===== src/rtl/instr_fetch_pkg.sv =====
// Shared definitions for the instruction-fetch stage.
// Holds the reset / exception-vector addresses, the IF state encoding and a
// small helper used to detect word-misaligned fetch addresses.
package instr_fetch_pkg;

    // First fetch address after reset (boot ROM, kseg1).
    localparam logic [31:0] RESET_PC        = 32'hBFC0_0000;
    // General exception vector with BEV=1 and BEV=0.
    localparam logic [31:0] EXC_VECTOR_BEV  = 32'hBFC0_0380;
    localparam logic [31:0] EXC_VECTOR_NORM = 32'h8000_0180;

    // IF stage state encoding.
    typedef enum logic [1:0] {
        S_REQ  = 2'd0,
        S_DATA = 2'd1,
        S_HOLD = 2'd2
    } if_state_e;

    // A fetch address is legal only when word aligned; anything else is AdEL.
    function automatic logic addr_misaligned(input logic [1:0] addr_lo);
        return (addr_lo != 2'b00);
    endfunction

endpackage


===== src/rtl/instr_fetch_if.sv =====
// SRAM-like instruction port between the fetch stage (master) and the
// instruction memory (slave). One outstanding request at a time.
//   inst_req / inst_addr        : request, address held while not accepted
//   inst_addr_ok                : address accepted this cycle
//   inst_data_ok / inst_rdata   : read data returned this cycle
interface instr_fetch_if #(
    parameter int DATA_W = 32
);
    logic              inst_req;
    logic [DATA_W-1:0] inst_addr;
    logic              inst_addr_ok;
    logic              inst_data_ok;
    logic [DATA_W-1:0] inst_rdata;

    modport master (
        output inst_req,
        output inst_addr,
        input  inst_addr_ok,
        input  inst_data_ok,
        input  inst_rdata
    );

    modport slave (
        input  inst_req,
        input  inst_addr,
        output inst_addr_ok,
        output inst_data_ok,
        output inst_rdata
    );
endinterface


===== src/rtl/instr_fetch_pc_sel.sv =====
// Next-PC selection for the fetch stage (purely combinational).
// Priority: flush restart PC > pending branch/jump target > sequential pc+4.
// Ports:
//   flush / flush_pc                   : commit-stage flush and its restart PC
//   redirect_pend / redirect_target    : latched taken branch awaiting delay slot
//   pc                                 : current fetch PC
//   next_pc                            : selected next fetch PC (wraps mod 2^DATA_W)
module if_pc_sel #(
    parameter int DATA_W = 32
) (
    input  logic              flush,
    input  logic [DATA_W-1:0] flush_pc,
    input  logic              redirect_pend,
    input  logic [DATA_W-1:0] redirect_target,
    input  logic [DATA_W-1:0] pc,
    output logic [DATA_W-1:0] next_pc
);

    localparam logic [DATA_W-1:0] PC_STEP = DATA_W'(3'd4);

    logic [DATA_W-1:0] seq_pc_s;

    // Sequential successor; the adder simply wraps at the top of the space.
    always_comb begin
        seq_pc_s = pc + PC_STEP;
    end

    // Priority mux for the next fetch address.
    always_comb begin
        next_pc = seq_pc_s;
        if (flush) begin
            next_pc = flush_pc;
        end else if (redirect_pend) begin
            next_pc = redirect_target;
        end else begin
            next_pc = seq_pc_s;
        end
    end

endmodule


===== src/rtl/instr_fetch.sv =====
// Instruction-fetch stage feeding instr_decode.
// Owns the PC, issues one request at a time on the SRAM-like port, applies
// branch redirects after the delay slot, handles exception/ERET flushes and
// holds the delivered instruction stable while decode stalls.
// Ports:
//   clk, resetn          : clock, asynchronous active-low reset
//   inst_bus (master)    : instruction SRAM-like port
//   id_stall_i           : decode cannot accept this cycle
//   branch_taken_i/target: taken branch/jump resolved in decode
//   flush_i/flush_pc_i   : exception/ERET flush and restart PC
//   if_valid_o/instr/pc/adel : registered outputs to decode
module instr_fetch #(
    parameter logic [31:0] RESET_PC = instr_fetch_pkg::RESET_PC,
    parameter int          DATA_W   = 32
) (
    input  logic               clk,
    input  logic               resetn,
    instr_fetch_if.master      inst_bus,
    input  logic               id_stall_i,
    input  logic               branch_taken_i,
    input  logic [DATA_W-1:0]  branch_target_i,
    input  logic               flush_i,
    input  logic [DATA_W-1:0]  flush_pc_i,
    output logic               if_valid_o,
    output logic [DATA_W-1:0]  if_instr_o,
    output logic [DATA_W-1:0]  if_pc_o,
    output logic               if_adel_o
);

    import instr_fetch_pkg::*;

    if_state_e         state_r, state_next_s;
    logic [DATA_W-1:0] pc_r, pc_next_s;
    logic              req_r, req_next_s;
    logic              valid_r, valid_next_s;
    logic [DATA_W-1:0] instr_r, instr_next_s;
    logic [DATA_W-1:0] out_pc_r, out_pc_next_s;
    logic              adel_r, adel_next_s;
    logic              cancel_r, cancel_next_s;
    logic              redir_pend_r, redir_pend_next_s;
    logic [DATA_W-1:0] redir_target_r, redir_target_next_s;
    logic              suppress_req_s;
    logic              branch_ok_s;
    logic [DATA_W-1:0] sel_pc_s;

    if_pc_sel #(.DATA_W(DATA_W)) u_pc_sel (
        .flush           (flush_i),
        .flush_pc        (flush_pc_i),
        .redirect_pend   (redir_pend_r),
        .redirect_target (redir_target_r),
        .pc              (pc_r),
        .next_pc         (sel_pc_s)
    );

    // A branch only counts when decode actually advances and no flush overrides it.
    always_comb begin
        branch_ok_s = branch_taken_i && !id_stall_i && !flush_i;
    end

    // Next-state, PC, redirect bookkeeping and decode-side output values.
    always_comb begin
        state_next_s        = state_r;
        pc_next_s           = pc_r;
        valid_next_s        = valid_r;
        instr_next_s        = instr_r;
        out_pc_next_s       = out_pc_r;
        adel_next_s         = adel_r;
        cancel_next_s       = cancel_r;
        redir_pend_next_s   = redir_pend_r;
        redir_target_next_s = redir_target_r;
        suppress_req_s      = 1'b0;

        // Latch a taken branch; the in-flight/held word is its delay slot.
        if (branch_ok_s) begin
            redir_pend_next_s   = 1'b1;
            redir_target_next_s = branch_target_i;
        end else if (flush_i) begin
            redir_pend_next_s   = 1'b0;
        end else begin
            redir_pend_next_s   = redir_pend_r;
        end

        case (state_r)
            S_REQ: begin
                if (req_r && inst_bus.inst_addr_ok) begin
                    if (inst_bus.inst_data_ok) begin
                        if (flush_i) begin
                            // Word already back in the same cycle: just drop it.
                            pc_next_s    = sel_pc_s;
                            valid_next_s = 1'b0;
                            state_next_s = S_REQ;
                        end else begin
                            valid_next_s  = 1'b1;
                            instr_next_s  = inst_bus.inst_rdata;
                            out_pc_next_s = pc_r;
                            adel_next_s   = 1'b0;
                            state_next_s  = S_HOLD;
                        end
                    end else begin
                        state_next_s = S_DATA;
                        if (flush_i) begin
                            cancel_next_s = 1'b1;
                            pc_next_s     = sel_pc_s;
                            valid_next_s  = 1'b0;
                        end else begin
                            cancel_next_s = 1'b0;
                        end
                    end
                end else if (flush_i) begin
                    // Drop the request for a cycle so the address never moves under a live request.
                    pc_next_s      = sel_pc_s;
                    valid_next_s   = 1'b0;
                    suppress_req_s = req_r;
                end else if (addr_misaligned(pc_r[1:0])) begin
                    valid_next_s  = 1'b1;
                    adel_next_s   = 1'b1;
                    instr_next_s  = '0;
                    out_pc_next_s = pc_r;
                    state_next_s  = S_HOLD;
                end else begin
                    valid_next_s = 1'b0;
                end
            end
            S_DATA: begin
                if (inst_bus.inst_data_ok) begin
                    if (cancel_r || flush_i) begin
                        cancel_next_s = 1'b0;
                        valid_next_s  = 1'b0;
                        state_next_s  = S_REQ;
                        if (flush_i) begin
                            pc_next_s = sel_pc_s;
                        end else begin
                            pc_next_s = pc_r;
                        end
                    end else begin
                        valid_next_s  = 1'b1;
                        instr_next_s  = inst_bus.inst_rdata;
                        out_pc_next_s = pc_r;
                        adel_next_s   = 1'b0;
                        state_next_s  = S_HOLD;
                    end
                end else if (flush_i) begin
                    cancel_next_s = 1'b1;
                    pc_next_s     = sel_pc_s;
                    valid_next_s  = 1'b0;
                end else begin
                    state_next_s = S_DATA;
                end
            end
            S_HOLD: begin
                if (flush_i) begin
                    pc_next_s    = sel_pc_s;
                    valid_next_s = 1'b0;
                    adel_next_s  = 1'b0;
                    state_next_s = S_REQ;
                end else if (!id_stall_i) begin
                    // Consumed: a pending target is used now, a new branch waits for its slot.
                    pc_next_s         = sel_pc_s;
                    valid_next_s      = 1'b0;
                    adel_next_s       = 1'b0;
                    redir_pend_next_s = branch_ok_s;
                    state_next_s      = S_REQ;
                end else begin
                    state_next_s = S_HOLD;
                end
            end
            default: begin
                valid_next_s = 1'b0;
                state_next_s = S_REQ;
            end
        endcase

        req_next_s = (state_next_s == S_REQ) && !addr_misaligned(pc_next_s[1:0])
                     && !suppress_req_s;
    end

    // State and output registers.
    always_ff @(posedge clk or negedge resetn) begin
        if (!resetn) begin
            state_r        <= S_REQ;
            pc_r           <= RESET_PC;
            req_r          <= 1'b0;
            valid_r        <= 1'b0;
            instr_r        <= '0;
            out_pc_r       <= '0;
            adel_r         <= 1'b0;
            cancel_r       <= 1'b0;
            redir_pend_r   <= 1'b0;
            redir_target_r <= '0;
        end else begin
            state_r        <= state_next_s;
            pc_r           <= pc_next_s;
            req_r          <= req_next_s;
            valid_r        <= valid_next_s;
            instr_r        <= instr_next_s;
            out_pc_r       <= out_pc_next_s;
            adel_r         <= adel_next_s;
            cancel_r       <= cancel_next_s;
            redir_pend_r   <= redir_pend_next_s;
            redir_target_r <= redir_target_next_s;
        end
    end

    assign inst_bus.inst_req  = req_r;
    assign inst_bus.inst_addr = pc_r;
    assign if_valid_o         = valid_r;
    assign if_instr_o         = instr_r;
    assign if_pc_o            = out_pc_r;
    assign if_adel_o          = adel_r;

endmodule


===== src/flat_wrapper.sv =====
// flat-port wrapper written by rule: the top's interface ports become plain ports
module instr_fetch_flat import instr_fetch_pkg::*;
#(
    parameter logic [31:0] RESET_PC = instr_fetch_pkg::RESET_PC,
    parameter int          DATA_W   = 32
)
  (clk, resetn, id_stall_i, branch_taken_i, branch_target_i, flush_i, flush_pc_i, if_valid_o, if_instr_o, if_pc_o, if_adel_o, inst_bus_inst_req, inst_bus_inst_addr, inst_bus_inst_addr_ok, inst_bus_inst_data_ok, inst_bus_inst_rdata);
  instr_fetch_if #(.DATA_W(DATA_W)) inst_bus_i ();
  input  logic clk;
  input  logic resetn;
  input  logic id_stall_i;
  input  logic branch_taken_i;
  input  logic [DATA_W-1:0] branch_target_i;
  input  logic flush_i;
  input  logic [DATA_W-1:0] flush_pc_i;
  output logic if_valid_o;
  output logic [DATA_W-1:0] if_instr_o;
  output logic [DATA_W-1:0] if_pc_o;
  output logic if_adel_o;
  output wire logic [$bits(inst_bus_i.inst_req)-1:0] inst_bus_inst_req;
  output wire logic [$bits(inst_bus_i.inst_addr)-1:0] inst_bus_inst_addr;
  input wire logic [$bits(inst_bus_i.inst_addr_ok)-1:0] inst_bus_inst_addr_ok;
  input wire logic [$bits(inst_bus_i.inst_data_ok)-1:0] inst_bus_inst_data_ok;
  input wire logic [$bits(inst_bus_i.inst_rdata)-1:0] inst_bus_inst_rdata;
  assign inst_bus_inst_req = inst_bus_i.inst_req;
  assign inst_bus_inst_addr = inst_bus_i.inst_addr;
  assign inst_bus_i.inst_addr_ok = inst_bus_inst_addr_ok;
  assign inst_bus_i.inst_data_ok = inst_bus_inst_data_ok;
  assign inst_bus_i.inst_rdata = inst_bus_inst_rdata;
  instr_fetch #(.RESET_PC(RESET_PC), .DATA_W(DATA_W)) u_core (.clk(clk), .resetn(resetn), .inst_bus(inst_bus_i), .id_stall_i(id_stall_i), .branch_taken_i(branch_taken_i), .branch_target_i(branch_target_i), .flush_i(flush_i), .flush_pc_i(flush_pc_i), .if_valid_o(if_valid_o), .if_instr_o(if_instr_o), .if_pc_o(if_pc_o), .if_adel_o(if_adel_o));
endmodule

===== config.mk =====
export PLATFORM = sky130hd
export DESIGN_NAME = instr_fetch_flat
export DESIGN_NICKNAME = d
export VERILOG_FILES = /design/src/rtl/instr_fetch_pkg.sv /design/src/rtl/instr_fetch_if.sv /design/src/rtl/instr_fetch_pc_sel.sv /design/src/rtl/instr_fetch.sv /design/src/flat_wrapper.sv
export SDC_FILE = /design/constraint.sdc
export NUM_CORES = 1
export LEC_CHECK = 0
export BUFFER_PORTS_ARGS = -buffer_cell sky130_fd_sc_hd__buf_2
export CAP_MARGIN = 20
export CORE_MARGIN = 2
export CORE_UTILIZATION = 35
export CTS_CLUSTER_SIZE = 16
export DETAILED_ROUTE_END_ITERATION = 8
export GPL_ROUTABILITY_DRIVEN = 0
export PLACE_DENSITY = 0.68
export SKIP_LAST_GASP = 1
export SYNTH_ARGS = -nofsm -noshare
export SYNTH_HDL_FRONTEND = slang
export SYNTH_SLANG_ARGS = --single-unit

===== constraint.sdc =====
create_clock -name clk -period 5.34 [get_ports clk]
set_input_delay 1.068 -clock clk [delete_from_list [all_inputs] [get_ports clk]]
set_output_delay 1.068 -clock clk [all_outputs]
set_load 0.005 [all_outputs]

# After elaboration in Yosys (flattened, before gate mapping)
# Index checks and enable logic that the tools add are counted.
# word_totals
ff_bits	135
inputBits	103
output_inout_bits	99
word_cells	114
# classes
addsub	1
eq_ne	13
mux	69
n_reduce_logical	20
# ops
cell	n
2-to-1 mux 32 bit	21
case mux 32 bit (2 select lines)	2
case mux 32 bit (3 select lines)	1
adder 32 x 3 -> 32 bit (second input constant)	1
2-to-1 mux 1 bit	31
2-to-1 mux 2 bit	10
!= test 3 bit (second input constant)	4
AND reduction 8 bit	1
AND reduction 7 bit	1
!= test 2 bit (second input constant)	3
!= test 3 x 2 -> 1 bit (second input constant)	2
case mux 1 bit (3 select lines)	2
case mux 2 bit (3 select lines)	1
nonzero test 2 bit	3
logical AND 1 bit	5
AND reduction 5 bit	1
zero test 1 bit	4
zero test 2 bit	2
!= test 3 x 1 -> 1 bit (second input constant)	1
AND reduction 3 bit	1
nonzero test 3 bit	1
== test 2 x 1 -> 1 bit (second input constant)	1
== test 2 bit (second input constant)	1
!= test 2 x 1 -> 1 bit (second input constant)	1
2 further kinds	2

# Logic depth before layout (Yosys ltp)
# logic_depth
ltp_word	11
depth_mapped	11
mapped_depth_nobuf	8

# Hierarchy
# From an unflattened synthesis, not the netlist that was laid out.
# hier_totals
hier_cells	610
hier_area_um2	6889.1
# by_module_without_submodules
module	n_inst	cells_each	area_per_inst_um2	seq_area_each_um2
instr_fetch	1	417	5636.7	3389.5
if_pc_sel	1	193	1252.5	0.0

# Worst setup path after synthesis
# OpenSTA, ideal clock, no wires.
# synth_path
path_kind	input-to-reg
from	input flush_i
to	register u_core.pc_r[30] (netlist: u_core.inst_bus.inst_addr[30])
setup_time_ns	0.126
t_arrival_ns	2.654
required_ns	5.214
setup_slack_ns	2.560
path_stages	8
n_path_buf	3
path_cell_list	buf_2 > or3b_1 > a21o_1 > buf_4 > nand2_1 > o21ai_2 > buf_4 > a221o_1
# synth_between
elab_chain_len	5
word_cells_on_any_way	11
classes_between	eq/ne (2); mux (7); reduce/logical (2)
# synth_rtl
item	line_no	source
from (decl)	flat_wrapper.sv:14	input logic flush_i;
2-to-1 mux 32 bit	instr_fetch_pc_sel.sv:31	if (flush) begin
2-to-1 mux 32 bit	--	
2-to-1 mux 32 bit	instr_fetch.sv:126	if (cancel_r || flush_i) begin
2-to-1 mux 32 bit	instr_fetch.sv:125	if (inst_bus.inst_data_ok) begin
case mux 32 bit (3 select lines)	instr_fetch.sv:83	case (state_r)
to (signal assigned)	instr_fetch.sv:192	pc_r <= pc_next_s;
to (decl)	instr_fetch.sv:33	logic [DATA_W-1:0] pc_r, pc_next_s;
# Several ways; a longest one is shown, not always the timed one. The select of a mux whose other input is x is not followed.
# A chain may end at the register's enable or synchronous reset.

# Worst setup path after layout
# layout_path
from	input flush_i
to	register u_core.pc_r[6] (netlist: u_core.inst_bus.inst_addr[6])
# Same word-level chain as after synthesis.

==> impl_results.md <==
* Combinational power share at 0.376
* Maxcap violations at 0
* Top FF cell, synth: dfrtp_1
* Synth Area in Adders at 0.0109
* Worst-Skew Late Latency at 430 ps
* Wire length per cell at 18.4 um
* Total gr overflow at 0
* Largest family of logic cells by synthesized area: compound AO/OA/AOI/OAI gates
* Cell Area, Synth at about 6900 um^2
* Syn Inst Count at a little under 700
* Worst EP arrival at approximately 3500 ps
* Clock slew seen by the registers of the worst setup and hold paths at 60 ps
* Initial core utilization at 0.354
* Proportion of synthesized area in mux cells at 0.110
* Seq/Total Area, Yosys at 0.493
* Height of the chip at 144 um
* CTS Hold Buffers Added at 0
* Die width at 144 um
* Initial antenna violation count at 0
* DRT Pass-1 Iters at 5
* Number of diodes at 0
* Vias per inst at 5.36
* Compound-gate portion of the synthesized area at 0.168
* Crit. End Element: register
* Async SR Flop Fraction at 1.00
* Fmax at 0.315 GHz
* Maximum vdd drop at between 0.0002 and 0.0003 V
* Detailed Place HPWL at between 15,000 and 20,000 um
* Critical Path RT at 5650 ps
* Fraction of the mapped netlist area in simple logic gates at 0.165
* Via Count at 6,183
* First-pass GRT wire length at 32,300 um
* Max-slew headroom at 0.318
* Core box area at about 19,000 um^2
* Number of I/O pins at just over 200
* Setup Fix Bufs, Post-CTS at 0
* Minimum clock period at 3170 ps
* Syn avg cell area at ~9.9 um^2
* H-tree level count at 4
* TritonCTS clock tree: built
* RSZ-0062 raised after global routing: no
* Post-CTS Resized at 0
* Largest net degree at the start of global routing at 100
* Most common cell after layout, fill and taps aside: buf_2
* Status: finished clean
* Leak at about 4 nW
* Final hold violations at 0
* Setup Skew at 12.3 ps
* Flop and latch count out of synthesis at 135
* Area Overhead vs Synth at 25.7%
* Int Pwr at 0.00291 W
* Worst Tran Pin Value at 1020 ps
* Syn Nets at 805
* Clock power frac at 0.231
* Count of final max-slew check failures at 0
* Number of global-route vias before repair at about 5,800
* Setup TNS at 0 ps
* Reg area at approximately 3400 um^2
* Clock tree sinks at 135
* Root Driver: clkbuf_16
* EDFF count, synth at 0
* Die area at between 20,000 and 25,000 um^2
* CP max FO at 27
* Iter 0 DRT Violations at about 480
* Sequential group share of total power at 0.393
* Setup violations, final at 0
* Clock buffer depth at 2
* Post-Synth XOR/XNOR Area at 0.0166
* Period Utilization, post-route at 0.594
* Pwr Density at 553 nW/um^2
* Final net count at 985
* Final core occ at 0.446
* Num rows at 51
* Distinct cells, synth at 66
* CP startpoint kind: input pin
* DRC viols at 0
* Commonest cells after routing, fill and taps aside: buf_2, dfrtp_1, nand2_1
* TritonCTS Buffers at 17
* CP Class: input pin to register
* Gr usage total at 0.204
* Area of the multi-input gates at roughly 3200 um^2
* Antenna-violating nets left at 0
* Min-delay worst type: register to register
* Syn. warnings at 0
* FILL cells at 1,914
* Sw Ratio at 0.392
* Layout cells sized above 1 at 0.368
* WL final at about 21,000 um
* Port bufs at 201
* Switching Power at approximately 0.0019 W
## power groups by stage
stage | registers [W] | clock network [W] | logic [W]
2_1_floorplan | 0.00178 | 0 | 0.00112
3_3_place_gp | 0.00187 | 0 | 0.00176
3_5_place_dp | 0.00189 | 0 | 0.00179
4_1_cts | 0.00187 | 0.00113 | 0.00179
5_1_grt | 0.00194 | 0.00118 | 0.00201
6_report | 0.00188 | 0.00110 | 0.00180
## synth_stat cells (4+ instances only)
cell / n / share of area
o21ai_0: 81 / 0.059
mux2i_1: 7 / 0.010
nor4_1: 9 / 0.0082
a211oi_1: 4 / 0.0044
a221o_1: 10 / 0.015
clkbuf_1: 28 / 0.015
a21oi_1: 33 / 0.024
a21o_1: 4 / 0.0044
xnor2_1: 4 / 0.0051
dfrtp_1: 126 / 0.46
buf_4: 5 / 0.0055
nor2_1: 36 / 0.020
a22oi_1: 8 / 0.0087
or3_1: 6 / 0.0055
xor2_1: 9 / 0.011
dfstp_2: 9 / 0.034
nor3_1: 15 / 0.011
buf_1: 4 / 0.0022
nand2b_1: 5 / 0.0045
nand2_1: 104 / 0.057
o21a_1: 6 / 0.0066
mux2_2: 61 / 0.10
buf_2: 10 / 0.0073
o221ai_1: 5 / 0.0064
ha_1: 6 / 0.011
o31ai_1: 5 / 0.0055
inv_1: 10 / 0.0055
nand4_1: 11 / 0.010
nand3_1: 16 / 0.012
## worst max-delay path: stages
cell,delay [ps]
buf_2,400
nor2b_1,160
and2_1,270
or3_1,600
a31oi_1,460
o21ai_1,140
a221o_1,360
## metal layers
metal | track usage | vias to the layer above | part of all wire
met4 | 0.0705 | 0 | 0.016
met2 | 0.309 | 312 | 0.44
met5 | 0 | - | 0
li1 | - | 2888 | -
met1 | 0.285 | 2957 | 0.45
met3 | 0.0503 | 26 | 0.087
## path summary, 6_finish.rpt
check | startpoint | end | slack, ps | cells past startpoint
setup / recovery | flush_i | u_core.inst_bus.inst_addr[6] | 2170 | 7
hold / removal | u_core.if_adel_o | u_core.if_adel_o | 470 | 1
setup reg to reg | u_core.state_r[1] | u_core.inst_bus.inst_addr[18] | 2570 | 8
hold reg to reg | u_core.if_adel_o | u_core.if_adel_o | 470 | 1
max in group asynchronous | resetn | u_core.redir_target_r[13] | 3530 | 2
min in group asynchronous | resetn | u_core.if_instr_o[19] | 740 | 1
## sequential cells by signal, indices dropped and copies added, names as in the netlist
name / count
u_core.cancel_r: 1
u_core.if_adel_o: 1
u_core.if_instr_o: 32
u_core.if_pc_o: 32
u_core.if_valid_o: 1
u_core.inst_bus.inst_addr: 32
u_core.inst_bus.inst_req: 1
u_core.redir_pend_r: 1
u_core.redir_target_r: 32
u_core.state_r: 2
## cell type report
cell class                 instances  share of cell area
clock buffer                      18              0.0508
inverter                          11             0.00478
clock inverter                    14              0.0135
sequential                       135               0.392
multi-input combinational        503               0.375
tap                              265              0.0384
timing repair buffer             208               0.125
## cell families after synthesis
group,after synthesis
adder cells (fa/ha/maj),6
XOR/XNOR,13
AO/OA/AOI/OAI,185
flip-flops,135
AND/OR/NAND/NOR,231
multiplexers,68
buffers and inverters,58
## metrics by stage
| stage | power, W | setup WS, ps | std cells | instance area, um^2 | hold slack, ps |
|---|---|---|---|---|---|
| after floorplan | 0.00289 | 2560 | 696 | 6880 | 473 |
| final | 0.00478 | 2170 | 1154 | 8640 | 472 |
| after detailed placement | 0.00368 | 1820 | 1121 | 8060 | 465 |
| after CTS | 0.00480 | 2260 | 1153 | 8620 | 479 |
| after global routing | 0.00513 | 2060 | 1154 | 8640 | 495 |
| after global placement | 0.00363 | 1880 | 1121 | 8060 | 459 |
No activity file was read; power rests on OpenSTA's default activity.
